File: src/rtl/alu_serial.sv
// alu_serial: bit-serial NOR/XOR/ADD/SUB unit. A single full-adder slice is
// reused for WIDTH cycles, LSB first. The controller uses a start/busy/done
// handshake and may issue one operation at a time.
//
// Optional feature: define ALU_SERIAL_FLAGS_EN to add the zero and ovf
// ports and their flag logic. Without it those ports do not exist.
//
// Timing for a start accepted at edge k:
//   busy is high after edges k+1 .. k+WIDTH
//   done is high after edge k+WIDTH+1 only; result/cout/flags change there
//   the edge that ends the done cycle can already accept the next start
module alu_serial #(
  parameter int WIDTH = 8
) (
  input  logic             clk,
  input  logic             rst,
  input  logic             start,
  input  logic [WIDTH-1:0] a,
  input  logic [WIDTH-1:0] b,
  input  logic [1:0]       op,
  output logic             busy,
  output logic             done,
  output logic [WIDTH-1:0] result,
  output logic             cout
`ifdef ALU_SERIAL_FLAGS_EN
  ,
  output logic             zero,
  output logic             ovf
`endif
);

  // Reject unsupported widths while the design is being elaborated.
  if (WIDTH < 2 || WIDTH > 64) begin : g_bad_width
    $error("alu_serial: WIDTH must be in 2..64, got %0d", WIDTH);
  end

  localparam int CW = (WIDTH < 2) ? 1 : $clog2(WIDTH);
  localparam logic [CW-1:0] CNT_LAST = CW'(WIDTH - 1);

  typedef enum logic [1:0] {
    S_IDLE,
    S_RUN,
    S_DONE
  } state_e;

  typedef enum logic [1:0] {
    OP_NOR = 2'b00,
    OP_XOR = 2'b01,
    OP_ADD = 2'b10,
    OP_SUB = 2'b11
  } op_e;

  // Control and visible outputs (reset).
  state_e           state_q, state_d;
  logic             busy_q, busy_d;
  logic             done_q, done_d;
  logic [WIDTH-1:0] result_q, result_d;
  logic             cout_q, cout_d;
`ifdef ALU_SERIAL_FLAGS_EN
  logic             zero_q, zero_d;
  logic             ovf_q, ovf_d;
  logic             cmsb_q, cmsb_d;   // carry into the MSB, for signed overflow
`endif

  // Datapath registers (not reset).
  logic [WIDTH-1:0] a_sh_q, a_sh_d;
  logic [WIDTH-1:0] b_sh_q, b_sh_d;
  logic [WIDTH-1:0] acc_q, acc_d;
  op_e              op_q, op_d;
  logic             carry_q, carry_d;
  logic [CW-1:0]    cnt_q, cnt_d;

  // Single-bit slice signals.
  logic a_bit, b_bit, b_eff, sum_bit, carry_nxt, slice_bit, arith;

  // One-bit ALU slice working on the current LSBs of the operand shifters.
  always_comb begin
    a_bit     = a_sh_q[0];
    b_bit     = b_sh_q[0];
    arith     = (op_q == OP_ADD) || (op_q == OP_SUB);
    b_eff     = b_bit ^ (op_q == OP_SUB);
    sum_bit   = a_bit ^ b_eff ^ carry_q;
    carry_nxt = (a_bit & b_eff) | (carry_q & (a_bit ^ b_eff));
    unique case (op_q)
      OP_NOR:  slice_bit = ~(a_bit | b_bit);
      OP_XOR:  slice_bit = a_bit ^ b_bit;
      default: slice_bit = sum_bit;
    endcase
  end

  // Next-state, datapath and output computation.
  always_comb begin
    // NOTE: every signal gets a default before the case so no path leaves
    // it unassigned; an unassigned path would infer a latch.
    state_d  = state_q;
    a_sh_d   = a_sh_q;
    b_sh_d   = b_sh_q;
    acc_d    = acc_q;
    op_d     = op_q;
    carry_d  = carry_q;
    cnt_d    = cnt_q;
    result_d = result_q;
    cout_d   = cout_q;
`ifdef ALU_SERIAL_FLAGS_EN
    zero_d   = zero_q;
    ovf_d    = ovf_q;
    cmsb_d   = cmsb_q;
`endif

    // Handshake outputs trail the state by one cycle: the cycle right after
    // the accepting edge still shows busy=0, and done lines up with the
    // cycle after the last bit has been shifted in.
    busy_d = (state_q == S_RUN);
    done_d = (state_q == S_DONE);

    unique case (state_q)
      S_IDLE: begin
        if (start) begin
          a_sh_d  = a;
          b_sh_d  = b;
          op_d    = op_e'(op);
          carry_d = op[1] & op[0];   // SUB starts with the +1 of two's complement
          cnt_d   = '0;
          state_d = S_RUN;
        end
      end
      S_RUN: begin
        a_sh_d = a_sh_q >> 1;
        b_sh_d = b_sh_q >> 1;
        acc_d  = {slice_bit, acc_q[WIDTH-1:1]};
        if (arith) carry_d = carry_nxt;
        cnt_d  = cnt_q + CW'(1);
        if (cnt_q == CNT_LAST) begin
          state_d = S_DONE;
`ifdef ALU_SERIAL_FLAGS_EN
          cmsb_d  = carry_q;
`endif
        end
      end
      S_DONE: begin
        // The accumulator is complete; publish it together with done.
        state_d  = S_IDLE;
        result_d = acc_q;
        cout_d   = arith & carry_q;
`ifdef ALU_SERIAL_FLAGS_EN
        zero_d   = (acc_q == '0);
        ovf_d    = arith & (cmsb_q ^ carry_q);
`endif
      end
      default: state_d = S_IDLE;
    endcase
  end

  // FSM state and registered outputs, synchronously reset.
  always_ff @(posedge clk) begin
    // NOTE: sequential state uses non-blocking assignments so every flop
    // samples the pre-edge value regardless of statement order.
    if (rst) begin
      state_q  <= S_IDLE;
      busy_q   <= 1'b0;
      done_q   <= 1'b0;
      result_q <= '0;
      cout_q   <= 1'b0;
`ifdef ALU_SERIAL_FLAGS_EN
      zero_q   <= 1'b0;
      ovf_q    <= 1'b0;
`endif
    end else begin
      state_q  <= state_d;
      busy_q   <= busy_d;
      done_q   <= done_d;
      result_q <= result_d;
      cout_q   <= cout_d;
`ifdef ALU_SERIAL_FLAGS_EN
      zero_q   <= zero_d;
      ovf_q    <= ovf_d;
`endif
    end
  end

  // Operand, accumulator and carry shifters.
  always_ff @(posedge clk) begin
    // NOTE: these registers carry no reset; they are always loaded on an
    // accepted start before being read, so a reset would only cost area.
    a_sh_q  <= a_sh_d;
    b_sh_q  <= b_sh_d;
    acc_q   <= acc_d;
    op_q    <= op_d;
    carry_q <= carry_d;
    cnt_q   <= cnt_d;
`ifdef ALU_SERIAL_FLAGS_EN
    cmsb_q  <= cmsb_d;
`endif
  end

  assign busy   = busy_q;
  assign done   = done_q;
  assign result = result_q;
  assign cout   = cout_q;
`ifdef ALU_SERIAL_FLAGS_EN
  assign zero   = zero_q;
  assign ovf    = ovf_q;
`endif

endmodule
File: config.mk
export PLATFORM = sky130hd
export DESIGN_NAME = alu_serial
export DESIGN_NICKNAME = d
export VERILOG_FILES = /design/src/rtl/alu_serial.sv
export SDC_FILE = /design/constraint.sdc
export NUM_CORES = 1
export LEC_CHECK = 0
export ABC_AREA = 1
export CAP_MARGIN = 10
export CORE_MARGIN = 2
export CORE_UTILIZATION = 46
export DETAILED_ROUTE_END_ITERATION = 10
export PLACE_DENSITY = 0.86
export SYNTH_ARGS = -nofsm -noshare
export SYNTH_HDL_FRONTEND = slang
export SYNTH_SLANG_ARGS = --single-unit
File: constraint.sdc
create_clock -name clk -period 1.45 [get_ports clk]
set_input_delay 0.29 -clock clk [delete_from_list [all_inputs] [get_ports clk]]
set_output_delay 0.29 -clock clk [all_outputs]
set_load 0.02 [all_outputs]
==> results of run 1 <==
flip-flops by register name (all words and copies together) (netlist names):
register	count
result	8
acc_q	8
cnt_q	3
op_q	2
busy	1
done	1
a_sh_q	8
carry_q	1
cout	1
state_q	2
b_sh_q	8
cells in the mapped netlist:
cell type	n
ha_1	3
buf_2	3
nor3_2	1
nand2_2	1
inv_2	2
o21ai_0	1
or2_2	1
buf_6	1
edfxtp_1	30
nor2_1	27
clkinv_1	1
inv_1	21
dfxtp_1	13
nand3_1	12
xor2_1	1
o21ai_1	1
fa_1	1
nor2_2	1
nand2_1	60
worst max-delay path: stages (launching register included):
cell and delay, ps:
edfxtp_1 390, nand2_1 100, xor2_1 190, fa_1 450, or2_4 240, nand3_2 50
where the power goes:
| group | switching (mW) | internal (mW) |
|---|---|---|
| logic | 0.246 | 0.199 |
| registers | 0.0560 | 1.51 |
| clock network | 0.401 | 0.488 |
metal layers:
layer / global-route usage / up-vias / routed length [µm]
met3: 0.0647 / 4 / 154
li1: - / 647 / -
met2: 0.265 / 35 / 1430
met5: 0 / - / 0
met1: 0.182 / 543 / 1220
met4: 0.0689 / 0 / 42
final cells by class:
cell class,instances,share of cell area
Clock inverter,1,0.00218
Sequential cell,43,0.505
Timing Repair Buffer,38,0.163
Multi-Input combinational cell,110,0.218
Inverter,24,0.0392
Clock buffer,7,0.0468
Tap cell,48,0.0261
stage by stage:
step / TNS [ps] / cell area [µm²]
finish: -93.7 / 2300
global route: -150 / 2300
CTS: -94.9 / 2300
detailed placement: -497 / 2200
global placement: -162 / 2200
floorplan: -48.6 / 1780
logic make-up after synthesis:
family,share of synthesized area
adder cells (fa/ha/maj),0.0325
flip-flops,0.656
AO/OA/AOI/OAI,0.00565
buffers and inverters,0.0658
AND/OR/NAND/NOR,0.235
XOR/XNOR,0.00495
worst min path at each step:
stage,start,endpoint,cells after the start
floorplan,rst,state_q[1]$_SDFFE_PP0P_,1
global placement,acc_q[1]$_DFFE_PP_,acc_q[0]$_DFFE_PP_,0
detailed placement,acc_q[4]$_DFFE_PP_,acc_q[3]$_DFFE_PP_,0
CTS,acc_q[6]$_DFFE_PP_,acc_q[5]$_DFFE_PP_,0
global route,acc_q[1]$_DFFE_PP_,acc_q[0]$_DFFE_PP_,0
finish,acc_q[6]$_DFFE_PP_,acc_q[5]$_DFFE_PP_,0
timing repair:
action | in CTS | in global routing
gates cloned | 0 | 0
resized for setup | 11 | 0
hold buffers | 0 | 0
endpoints found under the setup margin | 12 | 1
pin swaps | 2 | 0
==> impl_metrics.env, run 1 <==
export IMPL_run_status="complete, but fails checks"
export IMPL_failed_checks="negative setup slack"
export IMPL_first_pass_grt_wire_length_mm=5.02
export IMPL_ys_ff_latch=43
export IMPL_grt_pass1_vias=1149
export IMPL_report_final_setup_viol=1
export IMPL_synth_top_cells_by_area="edfxtp_1, dfxtp_1, nand2_1"
export IMPL_grt_start_max_net_pins=25
export IMPL_synthesis_area_per_instance_um2=9.77
export IMPL_rr_worst_depth=5
export IMPL_crit_reg_reg_startpoint="op_q[1]$_DFFE_PP_"
export IMPL_numPortBuffers=31
export IMPL_final_period_utilization=1.06
export IMPL_dieArea_um2=4360
export IMPL_finalMaxSlewViolations=0
export IMPL_synthDominantAreaCellType="edfxtp_1"
export IMPL_ios=32
export IMPL_post_synth_inst_count=181
export IMPL_post_layout_total_power_mw=2.90
export IMPL_finish_net_count=247
export IMPL_final_hold_violation_count=0
export IMPL_core_area_um2=3690
export IMPL_final_instance_count_excl_fillers=271
export IMPL_globalRoute_totalOverflow=0
export IMPL_place_hpwl_mm=2.09
export IMPL_clock_sinks=43
export IMPL_holdWs_ps=463
export IMPL_place_congestion=0.714
export IMPL_routedWlPerCell_um=10.5
export IMPL_end_kind="register"
export IMPL_post_cts_setup_buffer_count=0
export IMPL_timing_critical_path_arrival_ps=1710
export IMPL_seq_total_area_yosys=0.656
export IMPL_multi_input_area_um2=502
export IMPL_ff2ff_setup_slack_ps=-90
export IMPL_total_via_count_in_the_routed_design=1229
export IMPL_p_leak_nw=1.06
export IMPL_ys_warn_count=0
export IMPL_drt_pre_antenna_iters=5
export IMPL_regArea_um2=1160
export IMPL_clock_fmax_ghz=0.648
export IMPL_filler_cell_count=338
export IMPL_post_place_ws_ps=-104
export IMPL_antenna_cell_count=0
export IMPL_maxSlewHeadroom=0.723
export IMPL_tritoncts="done"
export IMPL_cell_area_after_synthesis_um2=1770
export IMPL_setup_worst_path_class="reg -> reg"
export IMPL_critPathMaxFanout=2
export IMPL_clk_insertion_delay_late_ps=290
export IMPL_final_period_minus_worst_setup_slack_ps=1540
export IMPL_worst_ep_required_time_ps=1620
export IMPL_maxCapViolCount=0
export IMPL_commonest_non_fill_non_tap_cell_in_the_layout="nand2_1"
export IMPL_layout_area_overhead_vs_synth_pct=30.0
export IMPL_post_route_drc_count=0
export IMPL_synth_net_count=206
export IMPL_path_clk_slew_ps=80
export IMPL_antenna_found_initial=0
export IMPL_layout_setup_ws_ps=-93.7
export IMPL_synth_top_cell_area_share=0.509
export IMPL_synth_cell_type_count=19
export IMPL_crit_path_end="acc_q[7]$_DFFE_PP_"
export IMPL_final_layout_size_suffix_gt1_frac=0.103
export IMPL_clockBufferDepth=2
export IMPL_place_inst=263
export IMPL_hp_class="reg -> reg"
export IMPL_max_slew_worst_pin_slew_ps=416
export IMPL_vias_per_cell=4.54
export IMPL_utilization=0.623
export IMPL_cts_buffers_inserted=5
export IMPL_initial_core_util=0.480
export IMPL_critical_path_startpoint_type="register"
export IMPL_rsz0062_at_grt="true"
export IMPL_power_density_relative_to_cell_area_nw_per_um2=1260
export IMPL_row_count=22
export IMPL_irDropWorstVdd_mv=0.847
export IMPL_cts_htree_levels=2
export IMPL_worst_setup_path_startpoint="op_q[1]$_DFFE_PP_"
export IMPL_skew_ps=3.15
export IMPL_grtUsageTotal=0.160
export IMPL_cts_root_buffer_cell="clkbuf_8"
export IMPL_layout_common_cells="nand2_1, edfxtp_1, nor2_1, inv_1, clkdlybuf4s50_1"
export IMPL_drt_antenna_violating_nets=0
export IMPL_die_height_um=66.0
export IMPL_crit_reg2reg_capture="acc_q[7]$_DFFE_PP_"
export IMPL_detail_route_wirelength_mm=2.86
export IMPL_die_x_um=66.0
export IMPL_drt_iter0_markers=39
Power figures use the tool's default switching activity.
==> run 2, diff against run 1 <==
--- a/config.mk
+++ b/config.mk
@@ -7,10 +7,10 @@
 export LEC_CHECK = 0
 export ABC_AREA = 1
 export CAP_MARGIN = 10
-export CORE_MARGIN = 2
-export CORE_UTILIZATION = 46
+export CORE_MARGIN = 4
+export CORE_UTILIZATION = 34
 export DETAILED_ROUTE_END_ITERATION = 10
-export PLACE_DENSITY = 0.86
+export PLACE_DENSITY = 0.7
 export SYNTH_ARGS = -nofsm -noshare
 export SYNTH_HDL_FRONTEND = slang
 export SYNTH_SLANG_ARGS = --single-unit
==> run 2 against run 1 <==
The run still ends with negative setup slack left. Clock power hardly changed. Highest routed layer unchanged. Die area is 47% higher. Final cell count is 7.7% higher. Routed wire length is 1.3% higher. Power is 0.57% lower. Cell area is 1.1% higher. Via count is 0.33% higher. Flip-flop and latch count stayed put. First-iteration DRC count is 28% higher. Utilization is 15 points lower.
==> impl_metrics.env, run 2 (synthesis results as in run 1) <==
export IMPL_crit_path_end="acc_q[7]$_DFFE_PP_"
export IMPL_layout_common_cells="nand2_1, edfxtp_1, nor2_1, inv_1, clkdlybuf4s50_1"
export IMPL_met3_length_um=193
export IMPL_antenna_found_initial=0
export IMPL_grt_start_max_net_pins=25
export IMPL_max_slew_worst_pin_slew_ps=430
export IMPL_layout_cell_area_non_filler_um2=2330
export IMPL_routedWlPerCell_um=9.91
export IMPL_total_via_count_in_the_routed_design=1233
export IMPL_end_kind="register"
export IMPL_rr_worst_depth=5
export IMPL_postPlaceCellArea_um2=2220
export IMPL_holdWs_ps=447
export IMPL_topRoutingLayerUsed="met4"
export IMPL_detail_route_wirelength_mm=2.89
export IMPL_clk_insertion_delay_late_ps=290
export IMPL_cts_root_buffer_cell="clkbuf_8"
export IMPL_drt_pre_antenna_iters=4
export IMPL_report_final_setup_viol=1
export IMPL_run_status="complete, but fails checks"
export IMPL_irDropWorstVdd_mv=0.521
export IMPL_clock_fmax_ghz=0.660
export IMPL_setup_worst_path_class="reg -> reg"
export IMPL_critical_path_startpoint_type="register"
export IMPL_worst_setup_path_startpoint="op_q[0]$_DFFE_PP_"
export IMPL_place_inst=283
export IMPL_numPortBuffers=31
export IMPL_place_congestion=0.703
export IMPL_final_hold_violation_count=0
export IMPL_globalRoute_totalOverflow=0
export IMPL_grt_pass1_vias=1148
export IMPL_ios=32
export IMPL_dieArea_um2=6420
export IMPL_post_route_drc_count=0
export IMPL_cts_htree_levels=2
export IMPL_maxSlewHeadroom=0.713
export IMPL_first_pass_grt_wire_length_mm=4.97
export IMPL_final_period_minus_worst_setup_slack_ps=1520
export IMPL_die_x_um=80.1
export IMPL_initial_core_util=0.363
export IMPL_skew_ps=6.54
export IMPL_failed_checks="negative setup slack"
export IMPL_clockBufferDepth=2
export IMPL_p_leak_nw=1.07
export IMPL_timing_critical_path_arrival_ps=1680
export IMPL_worst_ep_required_time_ps=1610
export IMPL_layout_area_overhead_vs_synth_pct=31.5
export IMPL_commonest_non_fill_non_tap_cell_in_the_layout="nand2_1"
export IMPL_place_hpwl_mm=2.11
export IMPL_met1_length_mm=1.37
export IMPL_tritoncts="done"
export IMPL_ff2ff_setup_slack_ps=-70
export IMPL_critPathMaxFanout=2
export IMPL_vias_per_cell=4.22
export IMPL_clock_sinks=43
export IMPL_cts_buffers_inserted=5
export IMPL_core_area_um2=4880
export IMPL_final_instance_count_excl_fillers=292
export IMPL_drt_iter0_markers=50
export IMPL_crit_reg2reg_capture="acc_q[7]$_DFFE_PP_"
export IMPL_final_period_utilization=1.05
export IMPL_crit_reg_reg_startpoint="op_q[0]$_DFFE_PP_"
export IMPL_antenna_cell_count=0
export IMPL_maxCapViolCount=0
export IMPL_power_density_relative_to_cell_area_nw_per_um2=1240
export IMPL_postCtsHoldBufs=0
export IMPL_path_clk_slew_ps=80
export IMPL_grtUsageTotal=0.101
export IMPL_finish_net_count=249
export IMPL_utilization=0.477
export IMPL_drt_antenna_violating_nets=0
export IMPL_hp_class="reg -> reg"
export IMPL_finalMaxSlewViolations=0
export IMPL_die_height_um=80.1
export IMPL_final_layout_size_suffix_gt1_frac=0.111
export IMPL_row_count=25
export IMPL_layout_setup_ws_ps=-65.7
export IMPL_routed_wl_met2_mm=1.31
export IMPL_rsz0062_at_grt="true"
-- run 2: cell count changes in the layout (fill, tap and decap cells not counted) --
cell | previous run | this run
buf_12 | 2 | 1
buf_4 | 5 | 8
-- run 2: layout make-up --
| cell class | count | area [µm²] |
|---|---|---|
| Tap cell | 67 | 83.8 |
| Clock buffer | 7 | 108 |
| Multi-Input combinational cell | 110 | 502 |
| Sequential cell | 43 | 1160 |
| Fill cell | 491 | 2550 |
| Timing Repair Buffer | 40 | 377 |
| Clock inverter | 1 | 5.00 |
| Inverter | 24 | 90.1 |
-- run 2: worst min-delay path by stage --
stage | from | to | slack, ps | cells past startpoint
2_1_floorplan | rst | state_q[1]$_SDFFE_PP0P_ | 360 | 1
4_1_cts | acc_q[2]$_DFFE_PP_ | acc_q[1]$_DFFE_PP_ | 450 | 0
6_report | acc_q[2]$_DFFE_PP_ | acc_q[1]$_DFFE_PP_ | 450 | 0
5_1_grt | acc_q[2]$_DFFE_PP_ | acc_q[1]$_DFFE_PP_ | 470 | 0
3_3_place_gp | acc_q[1]$_DFFE_PP_ | acc_q[0]$_DFFE_PP_ | 430 | 0
3_5_place_dp | acc_q[2]$_DFFE_PP_ | acc_q[1]$_DFFE_PP_ | 430 | 0
-- run 2: through the flow --
stage	total power, mW	setup TNS (ps)	setup WS (ps)
2_1_floorplan	1.86	-48.6	-48.6
3_3_place_gp	2.02	-144	-29.8
3_5_place_dp	2.04	-79.1	-79.1
4_1_cts	2.93	-70.4	-70.4
5_1_grt	3.06	-115	-115
6_report	2.88	-65.7	-65.7
-- run 2: per-layer routing --
layer / track usage / vias up
met3: 0.0359 / 3
met4: 0.0355 / 0
met1: 0.122 / 546
met5: 0 / -
li1: - / 651
met2: 0.165 / 33
-- run 2: where the power goes --
part | switching (mW) | total [mW] | internal, mW | leakage [nW]
registers | 0.0529 | 1.56 | 1.51 | 0.401
logic | 0.239 | 0.431 | 0.192 | 0.608
clock network | 0.402 | 0.890 | 0.488 | 0.0594
-- run 2: what timing repair did --
action                                  4_1_cts  5_1_grt
resized for setup                            11        0
setup buffers                                 1        0
endpoints found under the setup margin       12        1
pin swaps                                     2        0
-- run 2: critical path, stage by stage, from the launching register on --
cell and delay, ps:
edfxtp_1 390, nand2_1 100, xor2_1 180, fa_1 430, or2_4 230, nand3_2 50
